==> config.mk <==
export PLATFORM = sky130hd
export DESIGN_NAME = prog_loader
export DESIGN_NICKNAME = d
export VERILOG_FILES = /design/src/rtl/prog_loader_pkg.sv /design/src/rtl/prog_loader.sv
export SDC_FILE = /design/constraint.sdc
export NUM_CORES = 1
export LEC_CHECK = 0
export BUFFER_PORTS_ARGS = -buffer_cell sky130_fd_sc_hd__buf_2
export CAP_MARGIN = 20
export CORE_MARGIN = 10
export CORE_UTILIZATION = 32
export CTS_CLUSTER_DIAMETER = 40
export DETAILED_ROUTE_END_ITERATION = 16
export GPL_TIMING_DRIVEN = 1
export PLACE_DENSITY = 0.5
export SKIP_LAST_GASP = 1
export SLEW_MARGIN = 0
export SYNTH_ARGS = -nofsm -noshare
export SYNTH_HDL_FRONTEND = slang
export SYNTH_SLANG_ARGS = --single-unit
==> constraint.sdc <==
create_clock -name clk -period 3.65 [get_ports clk]
set_input_delay 0.73 -clock clk [delete_from_list [all_inputs] [get_ports clk]]
set_output_delay 0.73 -clock clk [all_outputs]
set_load 0.02 [all_outputs]
==> src/rtl/prog_loader_pkg.sv <==
// Shared types and constants for the UART program loader.
package prog_loader_pkg;

  localparam int ADDR_W  = 10;
  localparam int INSTR_W = 18;

  localparam logic [7:0] HDR_BYTE_DEF = 8'hA5;

  typedef enum logic [3:0] {
    ST_IDLE   = 4'd0,
    ST_CNT_HI = 4'd1,
    ST_CNT_LO = 4'd2,
    ST_W2     = 4'd3,
    ST_W1     = 4'd4,
    ST_W0     = 4'd5,
    ST_CHK    = 4'd6,
    ST_DONE   = 4'd7,
    ST_ERR    = 4'd8
  } state_t;

endpackage

==> src/rtl/prog_loader.sv <==
// Frames a UART byte stream into 18-bit program RAM writes; holds the MCU in
// reset while loading and keeps it there if the image is bad.
//
// state  | meaning
// IDLE   | waiting for header byte
// CNT_HI | expecting word count high byte
// CNT_LO | expecting word count low byte, range-checked on arrival
// W2     | expecting word bits [17:16]
// W1     | expecting word bits [15:8]
// W0     | expecting word bits [7:0], write issued on arrival
// CHK    | expecting XOR checksum byte
// DONE   | frame good, one cycle, then IDLE
// ERR    | frame aborted/bad, one cycle, then IDLE
import prog_loader_pkg::*;

module prog_loader #(
  parameter int         DEPTH          = 1024,
  parameter int         TIMEOUT_CYCLES = 50_000_000,
  parameter logic [7:0] HDR_BYTE       = HDR_BYTE_DEF
) (
  input  logic               clk,
  input  logic               rst_n,
  input  logic [7:0]         rx_data,
  input  logic               rx_valid,
  output logic               prog_we,
  output logic [ADDR_W-1:0]  prog_addr,
  output logic [INSTR_W-1:0] prog_din,
  output logic               mcu_rst,
  output logic               load_busy,
  output logic               load_done,
  output logic               load_err
);

  localparam int           TMR_W    = $clog2(TIMEOUT_CYCLES + 1);
  localparam logic [TMR_W-1:0] TMR_LOAD = TMR_W'(TIMEOUT_CYCLES - 1);

  state_t             state;
  logic [15:0]        cnt_q;
  logic [1:0]         b2_q;
  logic [7:0]         b1_q;
  logic [7:0]         acc_q;
  logic [ADDR_W-1:0]  idx_q;
  logic [TMR_W-1:0]   tmr_q;

  logic        active;
  logic        timeout;
  logic [15:0] cnt_new;

  assign active  = (state == ST_CNT_HI) || (state == ST_CNT_LO) || (state == ST_W2) ||
                   (state == ST_W1) || (state == ST_W0) || (state == ST_CHK);
  // A byte landing on the terminal cycle wins over the timeout.
  assign timeout = active && !rx_valid && (tmr_q == '0);
  assign cnt_new = {cnt_q[15:8], rx_data};

  always_ff @(posedge clk or negedge rst_n) begin
    if (!rst_n) begin
      state     <= ST_IDLE;
      cnt_q     <= '0;
      b2_q      <= '0;
      b1_q      <= '0;
      acc_q     <= '0;
      idx_q     <= '0;
      tmr_q     <= '0;
      prog_we   <= 1'b0;
      prog_addr <= '0;
      prog_din  <= '0;
      mcu_rst   <= 1'b0;
      load_busy <= 1'b0;
      load_done <= 1'b0;
      load_err  <= 1'b0;
    end else begin
      prog_we <= 1'b0;

      if (rx_valid)
        tmr_q <= TMR_LOAD;
      else if (active && tmr_q != '0)
        tmr_q <= tmr_q - 1'b1;

      if (rx_valid && active)
        acc_q <= acc_q ^ rx_data;

      if (timeout) begin
        state     <= ST_ERR;
        load_busy <= 1'b0;
        load_err  <= 1'b1;
      end else if (rx_valid) begin
        case (state)
          ST_CNT_HI: begin
            cnt_q[15:8] <= rx_data;
            state       <= ST_CNT_LO;
          end
          ST_CNT_LO: begin
            cnt_q[7:0] <= rx_data;
            if (cnt_new == 16'd0 || cnt_new > 16'(DEPTH)) begin
              state     <= ST_ERR;
              load_busy <= 1'b0;
              load_err  <= 1'b1;
            end else begin
              state <= ST_W2;
            end
          end
          ST_W2: begin
            b2_q  <= rx_data[1:0];
            state <= ST_W1;
          end
          ST_W1: begin
            b1_q  <= rx_data;
            state <= ST_W0;
          end
          ST_W0: begin
            prog_we   <= 1'b1;
            prog_addr <= idx_q;
            prog_din  <= {b2_q, b1_q, rx_data};
            idx_q     <= idx_q + 1'b1;
            state     <= (16'(idx_q) + 16'd1 == cnt_q) ? ST_CHK : ST_W2;
          end
          ST_CHK: begin
            load_busy <= 1'b0;
            if ((acc_q ^ rx_data) == 8'h00) begin
              state     <= ST_DONE;
              mcu_rst   <= 1'b0;
              load_done <= 1'b1;
            end else begin
              state    <= ST_ERR;
              load_err <= 1'b1;
            end
          end
          default: begin
            if (rx_data == HDR_BYTE) begin
              state     <= ST_CNT_HI;
              mcu_rst   <= 1'b1;
              load_busy <= 1'b1;
              load_done <= 1'b0;
              load_err  <= 1'b0;
              acc_q     <= '0;
              idx_q     <= '0;
            end else begin
              state <= ST_IDLE;
            end
          end
        endcase
      end else if (state == ST_DONE || state == ST_ERR) begin
        state <= ST_IDLE;
      end
    end
  end

endmodule
==> impl_summary.md <==
Timing
Subtracting the final worst setup slack from the clock period gives ~2600 ps. After layout, the worst path uses 71.1% of the clock period. In the final timing run, aggregate negative setup slack is 0 ps. Setup repair after global routing left no endpoint under its margin. Across all hold checks on the routed design, the worst slack comes to around 290 ps. The top achievable clock speed is ~390 MHz. Setup violations remaining at the end of the flow were counted as 0. Measured against its own limit, the worst slew margin works out to around half. The setup slack after layout is about 1100 ps.

The count of final hold-check violations was 0. The slew at the pin with the worst max-slew slack is approximately 750 ps. The number of max-slew violations in the final report came to 0. The setup skew after layout is around 12 ps.

Power and ir drop
The proportion of total power due to net switching is between 30% and 40%. Power spread over the standard cell area amounts to roughly 640 nW/um^2. IR analysis of the VDD net gives a maximum drop of 0.277 mV. The sequential share of power is 45.9%. The static leakage is 2.61 nW. In this run, the clock network consumes between 20% and 30% of the power. In this run, the combinational gates consume 28.1% of the power. The internal portion of the total power is between 2 and 2.5 mW. The analysis attributes to net switching a power of 1.33 mW.

Synth
The post-synthesis compound-gate area fraction is approximately 9%. Counting flops with a built-in enable in the synthesized netlist gives 0. By area, the combinational part of the netlist is dominated by simple AND/OR/NAND/NOR gates. The number of nets in the synthesized netlist is roughly 550.

After technology mapping, the gate count stands at roughly 530. The number of distinct library cells after synthesis is 60. Summing the sequential cell areas from Yosys gives 50.9% of the chip area. The Yosys warning count is 0. Of the total synthesized cell area, the portion taken by AND, OR, NAND and NOR gates is a little under a quarter. Of the total synthesized cell area, the portion taken by full adders, half adders and majority gates is less than 1%.

After synthesis, the share of flip-flops with an asynchronous set or reset is 100%. Synthesis inferred roughly 110 register bits. The multiplexer fraction of the synthesized cell area is between 6 and 7%. In this run the mean area of a mapped cell was between 9 and 10 um^2. The synthesized cell area is around 5300 um^2. Of the total synthesized cell area, the portion taken by XOR and XNOR cells is around 7%.

The flip-flop cell with the highest count after synthesis is sky130_fd_sc_hd__dfrtp_1.

Layout
Cells with a size suffix above 1 make up a little under a fifth of the layout. From synthesis to final layout, the design area changed by 14.0%. The final non-filler cell total is 780.

The fill cell total of the finished layout is around 1.7k. The number of antenna repair diodes is 0. The number of nets in the layout is around 570.

Clock network
After clock tree synthesis, the flow added hold-fix buffers numbering 0. The maximum level of the CTS H-tree is 3. In this run the clock root is driven by a sky130_fd_sc_hd__clkbuf_16. The number of buffers added by the clock tree synthesis step is 9. The TritonCTS clock tree is yes. The later-pin clock latency in the skew report is 360 ps. After clock tree synthesis, the clock-pin slew on the worst setup and hold paths is about 80 ps. The number of gates resized after cts is 0. The longest clock path from root to sink contains 2 buffers. The count of clock tree sinks is approximately 110. The post-CTS setup repair buffer count is 0.

Global routing
The global-route wire length before repair is ~20 mm. The number of global-route vias before repair came to ~3.9k. The number of antenna violations at the first check in global routing is 0.

Global routing consumed, over all layers together, approximately 11% of the routing resources. Entering global routing, the biggest net connects 84 pins. The aggregate global routing overflow is 0.

Floorplanning
The cell row count is 46. The initial utilization of the core area, before any placement, comes to around 33%. The die area is between 20000 and 25000 um^2. From left edge to right edge, the die measures roughly 150 um. The floorplan step defined a core boundary enclosing approximately 16000 um^2.

The overall die height is about 150 um. In this run the count of I/O pins placed on the die edge is 44.

Placement
The detailed placement HPWL is 8.31 mm. Including well taps, the total number of placed cells is roughly 760. The congestion estimate from routability-driven global placement came to approximately 0.80. The number of buffer cells added on primary ports is 43.

Timing analysis after detailed placement gives a worst setup slack of about 740 ps.

Setup path
The required time reported for the critical path endpoint is 3880 ps. The worst setup path is captured at a register. The cell type of the slowest stage on the worst timing path is sky130_fd_sc_hd__nor4_1. Along the worst path, the maximum fanout reaches 7. On the worst path, the slowest cell contributes a delay of 560 ps. The critical path in this run is classified as in -> reg.

At the worst endpoint, the arrival time is between 2000 and 3000 ps. Walking the worst path, the cells encountered are buf_2 > nor4_1 > a311oi_1 > o2111ai_1 > nor2b_1 > a21boi_0 > or3b_2. The sort of element at the start of the critical path is a primary input.

Outcome
The flow ran to the end, and the final reports show no timing, DRC or antenna violations.

Flow run
The number of maximum-capacitance violations is 0.

Routing
The first TritonRoute pass finished after 4 iterations. The final routed wire length divided by cell count is ~15 um. The number of design-rule violations left by the first detailed-router iteration is 176. The routed wire length is 11.8 mm. The remaining antenna violation count is 0. The number of vias in the routed layout is about 3.8k. In the routed layout, each cell is associated on average with a via count of just under 5. After detailed routing, the number of remaining DRC violations is 0.

Hold path
The min-delay analysis places its worst path in the category in -> async.
per-layer routing:
layer  vias up  GRT usage, %  part of all wire [%]
met5         -             0                     0
met4         0          4.61                   2.2
met3        21          2.76                   3.1
met2        53          17.9                    47
met1      1849          14.7                    48
li1       1905             -                     -
path summary, 6_finish.rpt:
path                       slack (ps)    startpoint  depth (start not counted)            to
max                              1050    rx_data[6]                          7      load_err
min                               290         rst_n                          1  prog_addr[4]
max reg2reg                      1050      tmr_q[2]                          6     tmr_q[23]
min reg2reg                       470  prog_addr[4]                          2  prog_addr[4]
max in group asynchronous        2530         rst_n                          3     tmr_q[11]
min in group clk                  470  prog_addr[4]                          2  prog_addr[4]
registers in the layout (all words and copies together) (netlist names), 2 cells and up:
name / flops
acc_q: 8
tmr_q: 26
prog_din: 18
b1_q: 8
idx_q: 10
prog_addr: 10
cnt_q: 16
b2_q: 2
state: 4
cell families (layout without fill, tap and decap cells):
family                     count (synthesis)  in the layout
and+or+nand+nor                          247            247
DFF                                      107            107
AOI/OAI and AO/OA                         66             66
xor gates and xnor gates                  42             42
buffers and inverters                     37             70
muxes                                     29             29
adders and majority gates                  3              3
cells in the mapped netlist (all sizes together), types with 9 or more instances:
| cell | n | share of area (%) |
|---|---|---|
| a21oi | 9 | 0.86 |
| clkbuf | 28 | 2.0 |
| dfrtp | 107 | 51 |
| mux2 | 28 | 6.0 |
| nand2 | 107 | 7.6 |
| nand2b | 15 | 1.8 |
| nor2 | 31 | 2.2 |
| nor3 | 17 | 1.7 |
| nor4 | 12 | 1.4 |
| o21ai | 20 | 1.9 |
| xnor2 | 25 | 4.2 |
| xor2 | 17 | 2.8 |
critical path, delay by kind of cell:
family                 cells  cell delay (ps)
buffers and inverters      1              150
and+or+nand+nor            3             1310
AOI/OAI and AO/OA          3              630
through the flow:
| step | cell area, um^2 | utilization, % | power (mW) |
|---|---|---|---|
| 3_5_place_dp | 5670 | 35.4 | 2.86 |
| 2_1_floorplan | 5260 | - | 2.52 |
| 4_1_cts | 5970 | 37.3 | 3.87 |
| 5_1_grt | 6000 | 37.5 | 4.09 |
| 3_3_place_gp | 5670 | 35.4 | 2.84 |
| 6_report | 6000 | 37.5 | 3.81 |
power by group through the flow:
stage | sequential (mW) | clock, mW | combinational (mW)
finish | 1.75 | 0.991 | 1.07
global route | 1.80 | 1.07 | 1.21
CTS | 1.76 | 1.02 | 1.09
detailed placement | 1.77 | 0 | 1.09
global placement | 1.77 | 0 | 1.07
floorplan | 1.79 | 0 | 0.738
final cells by class:
cell class | instances | area, um^2 | area share (%)
Timing Repair Buffer | 50 | 290 | 4.84
Clock buffer | 10 | 239 | 3.98
Tap cell | 216 | 270 | 4.51
Clock inverter | 6 | 63.8 | 1.06
Sequential cell | 107 | 2680 | 44.6
Multi-Input combinational cell | 387 | 2440 | 40.7
Inverter | 4 | 15.0 | 0.250
cell usage in the layout (no fill, tap or decap), types with 3 or more instances in the layout:
cell type and n:
sky130_fd_sc_hd__nand3_1 7, sky130_fd_sc_hd__a31oi_1 4, sky130_fd_sc_hd__ha_1 3, sky130_fd_sc_hd__a21oi_1 9
sky130_fd_sc_hd__or3_1 5, sky130_fd_sc_hd__and2_1 4, sky130_fd_sc_hd__xor2_1 17, sky130_fd_sc_hd__nor2_1 31
sky130_fd_sc_hd__mux2_2 27, sky130_fd_sc_hd__clkbuf_16 9, sky130_fd_sc_hd__nand2_1 107, sky130_fd_sc_hd__xnor2_1 25
sky130_fd_sc_hd__nor2b_1 8, sky130_fd_sc_hd__dfrtp_1 107, sky130_fd_sc_hd__buf_2 42, sky130_fd_sc_hd__and4_1 4
sky130_fd_sc_hd__nand3b_1 3, sky130_fd_sc_hd__nand4_1 5, sky130_fd_sc_hd__nor3b_1 3, sky130_fd_sc_hd__o41ai_1 3
sky130_fd_sc_hd__o31ai_1 4, sky130_fd_sc_hd__inv_1 4, sky130_fd_sc_hd__buf_4 7, sky130_fd_sc_hd__or3b_2 5
sky130_fd_sc_hd__or4_1 5, sky130_fd_sc_hd__o2111ai_1 4, sky130_fd_sc_hd__nor3_1 16, sky130_fd_sc_hd__nand2b_1 15
sky130_fd_sc_hd__o21ai_0 19, sky130_fd_sc_hd__nor4_1 12, sky130_fd_sc_hd__and3_1 6
Power figures use the tool's default switching activity.
